--- config.mk ---
export PLATFORM = sky130hd
export DESIGN_NAME = id_fetch_queue
export DESIGN_NICKNAME = d
export VERILOG_FILES = /design/src/rtl/riviera_pkg.sv /design/src/rtl/id_fetch_queue.sv
export SDC_FILE = /design/constraint.sdc
export NUM_CORES = 1
export LEC_CHECK = 0
export ABC_AREA = 0
export CAP_MARGIN = 20
export CORE_MARGIN = 1
export CORE_UTILIZATION = 35
export DETAILED_ROUTE_END_ITERATION = 8
export GPL_TIMING_DRIVEN = 0
export HOLD_SLACK_MARGIN = 0.02
export REMOVE_ABC_BUFFERS = 1
export SLEW_MARGIN = 20
export SYNTH_ARGS = -nofsm -noshare
export SYNTH_HDL_FRONTEND = slang
export SYNTH_SLANG_ARGS = --single-unit
export TNS_END_PERCENT = 30
--- constraint.sdc ---
create_clock -name clk -period 3.5 [get_ports clk]
set_clock_uncertainty 0.1 [all_clocks]
set_input_delay 0.525 -clock clk [delete_from_list [all_inputs] [get_ports clk]]
set_output_delay 0.525 -clock clk [all_outputs]
set_load 0.01 [all_outputs]
--- src/rtl/riviera_pkg.sv ---
`default_nettype none
// ============================================================================
//  Module      : riviera_pkg
//  Description : Shared fetch-stream types and constants used by the IF, ID
//                and fetch-queue stages.
//  Revision    : 1.0  initial release
// ============================================================================
package riviera_pkg;

    // One fetched instruction together with the pc it was fetched from.
    typedef struct packed {
        logic [63:0] pc;
        logic [31:0] instr;
    } fetch_pkt_t;

    // Canonical RISC-V NOP (addi x0, x0, 0), presented when nothing is valid.
    localparam logic [31:0] RV_NOP = 32'h0000_0013;

endpackage
`default_nettype wire

--- src/rtl/id_fetch_queue.sv ---
`default_nettype none
// ============================================================================
//  Module      : id_fetch_queue
//  Description : Decode-side receiver for the fetch stream. Buffers {pc,instr}
//                packets from IF in a small first-word-fall-through queue,
//                applies backpressure to IF, and discards everything held or
//                arriving on an EX redirect while counting the discarded
//                packets in a saturating counter.
//  Revision    : 1.0  initial release
// ============================================================================
module id_fetch_queue
    import riviera_pkg::*;
#(
    parameter int   DEPTH  = 4,
    parameter int   DROP_W = 16,
    localparam int  CNT_W  = $clog2(DEPTH) + 1
) (
    input  logic              clk,
    input  logic              rst,
    input  logic              i_if_valid,
    input  logic [31:0]       i_if_instr,
    input  logic [63:0]       i_if_pc,
    output logic              o_if_ready,
    input  logic              i_ex_flush,
    output logic              o_id_valid,
    output logic [31:0]       o_id_instr,
    output logic [63:0]       o_id_pc,
    input  logic              i_dec_ready,
    output logic [CNT_W-1:0]  o_occupancy,
    output logic [DROP_W-1:0] o_flush_drops
);

    localparam int PTR_W = $clog2(DEPTH);

    logic [PTR_W-1:0]  r_wr_ptr;
    logic [PTR_W-1:0]  r_rd_ptr;
    logic [CNT_W-1:0]  r_count;
    logic [DROP_W-1:0] r_flush_drops;
    fetch_pkt_t        r_mem [DEPTH];

    logic              w_if_ready;
    logic              w_id_valid;
    logic              w_push;
    logic              w_pop;
    logic              w_arrive;
    logic [DROP_W:0]   w_drop_sum;
    fetch_pkt_t        w_head;

    // Handshake qualifiers: ready/valid come from registered state only, so
    // there is no combinational path from any input to o_if_ready.
    assign w_if_ready = (r_count != CNT_W'(DEPTH));
    assign w_id_valid = (r_count != '0);
    assign w_arrive   = i_if_valid & w_if_ready;
    assign w_push     = w_arrive & ~i_ex_flush;
    assign w_pop      = w_id_valid & i_dec_ready & ~i_ex_flush;

    // Everything held plus the stale packet arriving with the flush is lost;
    // one extra bit catches the carry so the counter can saturate.
    assign w_drop_sum = {1'b0, r_flush_drops}
                      + (DROP_W+1)'(r_count)
                      + (DROP_W+1)'(w_arrive);

    // Pointer, occupancy and drop-counter update; flush collapses the queue.
    always_ff @(posedge clk) begin
        if (rst) begin
            r_wr_ptr      <= '0;
            r_rd_ptr      <= '0;
            r_count       <= '0;
            r_flush_drops <= '0;
        end else if (i_ex_flush) begin
            r_wr_ptr      <= '0;
            r_rd_ptr      <= '0;
            r_count       <= '0;
            r_flush_drops <= w_drop_sum[DROP_W] ? {DROP_W{1'b1}}
                                                : w_drop_sum[DROP_W-1:0];
        end else begin
            if (w_push) begin
                r_wr_ptr <= r_wr_ptr + PTR_W'(1);
            end
            if (w_pop) begin
                r_rd_ptr <= r_rd_ptr + PTR_W'(1);
            end
            r_count <= r_count + CNT_W'(w_push) - CNT_W'(w_pop);
        end
    end

    // Packet storage, written on accepted pushes only and never reset.
    always_ff @(posedge clk) begin
        if (w_push) begin
            r_mem[r_wr_ptr] <= '{pc: i_if_pc, instr: i_if_instr};
        end
    end

    // Head falls through combinationally; masked to NOP/0 when empty.
    assign w_head        = r_mem[r_rd_ptr];
    assign o_if_ready    = w_if_ready;
    assign o_id_valid    = w_id_valid;
    assign o_id_instr    = w_id_valid ? w_head.instr : RV_NOP;
    assign o_id_pc       = w_id_valid ? w_head.pc    : 64'h0;
    assign o_occupancy   = r_count;
    assign o_flush_drops = r_flush_drops;

endmodule
`default_nettype wire

==> impl_metrics.tcl, run 1 <==
set metrics [dict create \
    grt_usage 0.146 \
    critical_path.top_delay_family "buffers and inverters" \
    async_reset_ff_frac 0 \
    synth_warnings 0 \
    required_ns 2.87 \
    drtAntennaViolNets 0 \
    antenna_found_initial 3 \
    path_buf_inv 3 \
    die_h_um 214 \
    rsz0062_at_grt "no" \
    clkLatencyLatePin_ns 0.56 \
    hold_ws_ns 0.398 \
    worstPathMaxFanout 30 \
    synth_seq_cells 409 \
    io_buffers 217 \
    cp_slowest_cell "clkdlybuf4s50_1" \
    grt_overflow 0 \
    worst_pin_slew_ns 0.663 \
    ff_latch_area_um2 12000 \
    cts.clk_slew.worst_paths_ns 0.06 \
    finalSetupTns_ns 0 \
    relSlewSlack 0.556 \
    initial_core_util 0.356 \
    power.leakage_nw 6.46 \
    ys_types 37 \
    endpoint_kind "primary output" \
    synth_flop_cell "edfxtp_1" \
    cp_cell_sequence "buf_16 -> clkbuf_16 -> mux4_2 -> and2_1 -> clkdlybuf4s50_1" \
    gp_congestion 0.766 \
    hold_viol 0 \
    crit_path_start_kind "flop" \
    drtPass1Iterations 6 \
    io_pins 218 \
    cts_root_buf "clkbuf_16" \
    viasPerCell 4.80 \
    seq_area_frac_synth 0.763 \
    fin_crit_sh 0.951 \
    cts_tree "done" \
    h-tree-depth 2 \
    post_drt_wl_per_cell_um 20.3 \
    grt_pass1_vias 8459 \
    nets 1113 \
    max_freq_mhz 300 \
    finalInstanceArea_um2 20400 \
    post-route-util 0.461 \
    cts_made_buffers 46 \
    area_growth_pct 29.5 \
    finalSetupViolations 0 \
    dr_total_vias 7829 \
    powerDensity_nw_per_um2 531 \
    syn_area_um2 15800 \
    final-max-slew-violation-count 0 \
    row_count 77 \
    post-route-drc-count 0 \
    dpl_cell_area_um2 18900 \
    syn_area_per_cell_um2 20.9 \
    drive_above_1_share 0.186 \
    cts.sinks 409 \
    postCtsHoldBufs 0 \
    drtIter0Drc 355 \
    fp.dieW_um 214 \
    min_period_ns 3.33 \
    core_um2 44300 \
    synth_cells 756 \
    hpwl_um 19500 \
    critPathKind "reg -> out" \
    grt_pass1_wl_um 50700 \
    slowest_delay_ns 0.51 \
    vdd_drop_max_mv 0.399 \
    routed_wl_um 33100 \
    multi_input_area_um2 3490 \
    maxCapViolCount 0 \
    hold_class "reg -> reg" \
    fillers 3794 \
    worst_ep_arrival_time_ns 2.70 \
    outcome "finished clean" \
    die_area_um2 45900 \
    synth_edf_count 384 \
    clockBufferDepth 3 \
    power_mw 10.9 \
    grt_max_degree 57 \
]
-- placed cells by master, fill, tap and decap left out, drive strengths merged, types with 9 or more instances in the layout --
master and count:
mux4 96, edfxtp 384, o21ai 9, clkdlybuf4s50 217, buf 15, nor2 19, and2 97, inv 18
clkbuf 54, dfxtp 25, clkinv 22
-- worst paths after layout --
| kind | start | to | slack [ns] | cells past startpoint |
|---|---|---|---|---|
| max reg2reg | o_occupancy[1] | o_flush_drops[5] | 0.64 | 10 |
| min | r_wr_ptr[1] | r_wr_ptr[1] | 0.40 | 2 |
| min reg2reg | r_wr_ptr[1] | r_wr_ptr[1] | 0.40 | 2 |
| max | flop | o_id_instr[30] | 0.17 | 5 |
-- cells by family (layout without fill, tap and decap cells) --
kind of cell / Yosys count / in the layout / share of synthesized area
AOI/OAI and AO/OA: 21 / 21 / 0.00849
xor gates and xnor gates: 14 / 14 / 0.00777
adders and majority gates: 11 / 11 / 0.0102
buffers and inverters: 51 / 334 / 0.0165
DFF: 409 / 409 / 0.763
muxes: 98 / 98 / 0.138
other: 0 / 1 / 0
and+or+nand+nor: 152 / 152 / 0.0559
-- area by class of cell --
| class | count | share of cell area |
|---|---|---|
| Antenna cell | 1 | 0.000122 |
| Clock buffer | 53 | 0.0576 |
| Clock inverter | 33 | 0.0173 |
| Inverter | 15 | 0.00300 |
| Multi-Input combinational cell | 296 | 0.171 |
| Sequential cell | 409 | 0.589 |
| Tap cell | 592 | 0.0363 |
| Timing Repair Buffer | 233 | 0.125 |
-- flip-flops by register name (all words and copies together), names as in the netlist, named ones only --
| name | flops |
|---|---|
| r_mem | 384 |
| o_flush_drops | 16 |
| o_occupancy | 3 |
| r_rd_ptr | 2 |
| r_wr_ptr | 2 |
-- power breakdown --
part	internal, mW	total, mW	switching [mW]
logic	0.311	0.568	0.257
registers	5.44	5.46	0.0218
clock network	2.88	4.83	1.95
total	8.63	10.9	2.23
-- what timing repair did --
action,CTS,global route
gates cloned,0,1
buffers inserted,1,0
resized for setup,0,2
endpoints found under the hold margin,0,0
setup endpoints to repair,31,23
-- worst register-to-register path, stage by stage, from the launching register on --
cell	delay, ns
dfxtp_1	0.50
inv_1	0.14
nand3_1	0.14
nand2_1	0.15
fa_1	0.41
inv_1	0.08
fa_1	0.20
a21oi_1	0.10
nor3_1	0.40
nand3b_1	0.35
o21ai_0	0.20
-- per-stage QoR --
stage / cells / worst slack, ns
2_1_floorplan: 720 / -2.03
3_3_place_gp: 1529 / -4.73
3_5_place_dp: 1543 / 0.368
4_1_cts: 1630 / 0.0303
5_1_grt: 1632 / 0.0430
6_report: 1632 / 0.172
-- layer usage --
| layer | GRT usage | part of all wire |
|---|---|---|
| met1 | 0.186 | 0.43 |
| met3 | 0.0390 | 0.057 |
| met4 | 0.0550 | 0.026 |
| met2 | 0.239 | 0.49 |
| met5 | 0 | 0.00069 |
-- synthesized netlist by cell type, types with 2 or more instances --
cell type | count | area share
o21ai_1 | 3 | 0.00095
edfxtp_1 | 384 | 0.73
fa_1 | 3 | 0.0038
ha_1 | 8 | 0.0063
mux2i_1 | 2 | 0.0013
nand2b_1 | 4 | 0.0016
xnor2_1 | 6 | 0.0033
dfxtp_1 | 25 | 0.032
clkbuf_1 | 18 | 0.0043
and3_1 | 2 | 0.00079
nor3_1 | 2 | 0.00063
xor2_1 | 8 | 0.0044
nand3_1 | 8 | 0.0025
a311oi_1 | 3 | 0.0017
nor2_1 | 18 | 0.0043
or2_1 | 3 | 0.0012
o21ai_0 | 6 | 0.0019
nand4_1 | 4 | 0.0016
mux4_2 | 96 | 0.14
inv_1 | 15 | 0.0036
nand2_1 | 8 | 0.0019
and2_1 | 97 | 0.038
buf_6 | 5 | 0.0036
buf_2 | 12 | 0.0038
a21oi_1 | 4 | 0.0013
Power figures use the tool's default switching activity.
==> run 2: changes to the inputs <==
Settings changed: DONT_BUFFER_PORTS set to 1, GPL_TIMING_DRIVEN 0 to unset, HOLD_SLACK_MARGIN 0.02 to 0.03.
==> impl_metrics.tcl, run 2 (synthesis results as in run 1) <==
set metrics [dict create \
    drive_above_1_share 0.204 \
    drtPass1Iterations 4 \
    routed_wl_um 31600 \
    fillers 3854 \
    outcome "finished clean" \
    cts_tree "done" \
    worst-r2r-cell-count 10 \
    dpl_worst_slack_ns 0.707 \
    fin_crit_sh 0.888 \
    grt_overflow 0 \
    powerDensity_nw_per_um2 539 \
    max_freq_mhz 322 \
    vdd_drop_max_mv 0.398 \
    finalSetupViolations 0 \
    post_drt_wl_per_cell_um 20.9 \
    hold_class "in -> reg" \
    io_pins 218 \
    min_period_ns 3.11 \
    worstPathMaxFanout 4 \
    grt_max_degree 95 \
    postCtsResizedCells 0 \
    ff_latch_area_um2 12000 \
    cts_root_buf "clkbuf_16" \
    critPathKind "reg -> reg" \
    relSlewSlack 0.606 \
    cts_made_buffers 44 \
    worst_ep_arrival_time_ns 3.52 \
    die_h_um 214 \
    clkLatencyLatePin_ns 0.57 \
    power.leakage_nw 5.95 \
    clockBufferDepth 3 \
    crit_path_start_kind "flop" \
    viasPerCell 4.91 \
    largest_reg_flops 384 \
    post_cts_buffers 0 \
    die_area_um2 45900 \
    row_count 77 \
    h-tree-depth 2 \
    hpwl_um 18200 \
    fin_ws_ns 0.391 \
    hold_viol 0 \
    top_register "r_mem" \
    nets 995 \
    maxCapViolCount 0 \
    finalSetupTns_ns 0 \
    post-route-util 0.428 \
    final-max-slew-violation-count 0 \
    multi_input_area_um2 3490 \
    rsz0062_at_grt "no" \
    required_ns 3.91 \
    io_buffers 0 \
    grt_pass1_wl_um 48700 \
    post-route-drc-count 0 \
    antenna_found_initial 3 \
    gp_congestion 0.817 \
    initial_core_util 0.356 \
    final_common_cell "edfxtp_1" \
    cts.sinks 409 \
    cts.clk_slew.worst_paths_ns 0.06 \
    postCtsHoldBufs 100 \
    mostFrequentLayoutCells "384 x edfxtp_1, 100 x dlygate4sd3_1, 96 x mux4_2, 93 x and2_1, 44 x clkbuf_16" \
    drtAntennaViolNets 0 \
    hold_depth 2 \
    fp.dieW_um 214 \
    grt_pass1_vias 7992 \
    drtIter0Drc 348 \
    core_um2 44300 \
    worst_pin_slew_ns 0.592 \
    grt_usage 0.140 \
    area_growth_pct 20.2 \
    endpoint_kind "flop" \
    dr_total_vias 7422 \
]
[run 2: worst paths after layout]
kind,startpoint,end,slack (ns)
worst max-delay path,o_occupancy[0],o_flush_drops[2],0.39
worst min-delay path,rst,o_flush_drops[12],0.10
worst max register to register,o_occupancy[0],o_flush_drops[2],0.39
worst min register to register,r_wr_ptr[1],r_wr_ptr[1],0.42
[run 2: per-layer routing]
metal | GRT usage | routed length [um]
met1 | 0.170 | 12900
met2 | 0.236 | 15900
met3 | 0.0386 | 1910
met4 | 0.0598 | 911
met5 | 0 | 0
[run 2: area by class of cell]
type / instances / share of cell area
inverters: 15 / 0.00297
repair buffers: 117 / 0.0675
clock inverters: 27 / 0.0110
clock buffers: 52 / 0.0597
multi-input cells: 296 / 0.184
flip-flops and latches: 409 / 0.635
diodes: 4 / 0.000528
well taps: 592 / 0.0391
[run 2: critical path, stage by stage, from the launching register on]
cell,delay [ns]
dfxtp_1,0.46
inv_1,0.12
nand3_1,0.20
nand2_1,0.17
fa_1,0.41
inv_1,0.08
fa_1,0.20
a21oi_1,0.10
nand4b_1,0.26
a311oi_1,0.34
dlygate4sd3_1,0.60
[run 2: per-stage QoR]
step	std cells	cell area, um^2	power (mW)	hold slack, ns
final	1512	19000	10.2	0.104
after global routing	1510	19000	10.6	0.0790
after CTS	1508	18900	10.4	0.0517
after detailed placement	1329	16600	5.87	0.411
after global placement	1329	16600	5.87	0.407
after floorplan	720	15600	5.78	0.369
[run 2: report_power, final]
group | switching, mW | internal [mW]
registers | 0.0256 | 5.44
logic | 0.239 | 0.192
clock network | 1.85 | 2.47
total | 2.12 | 8.10
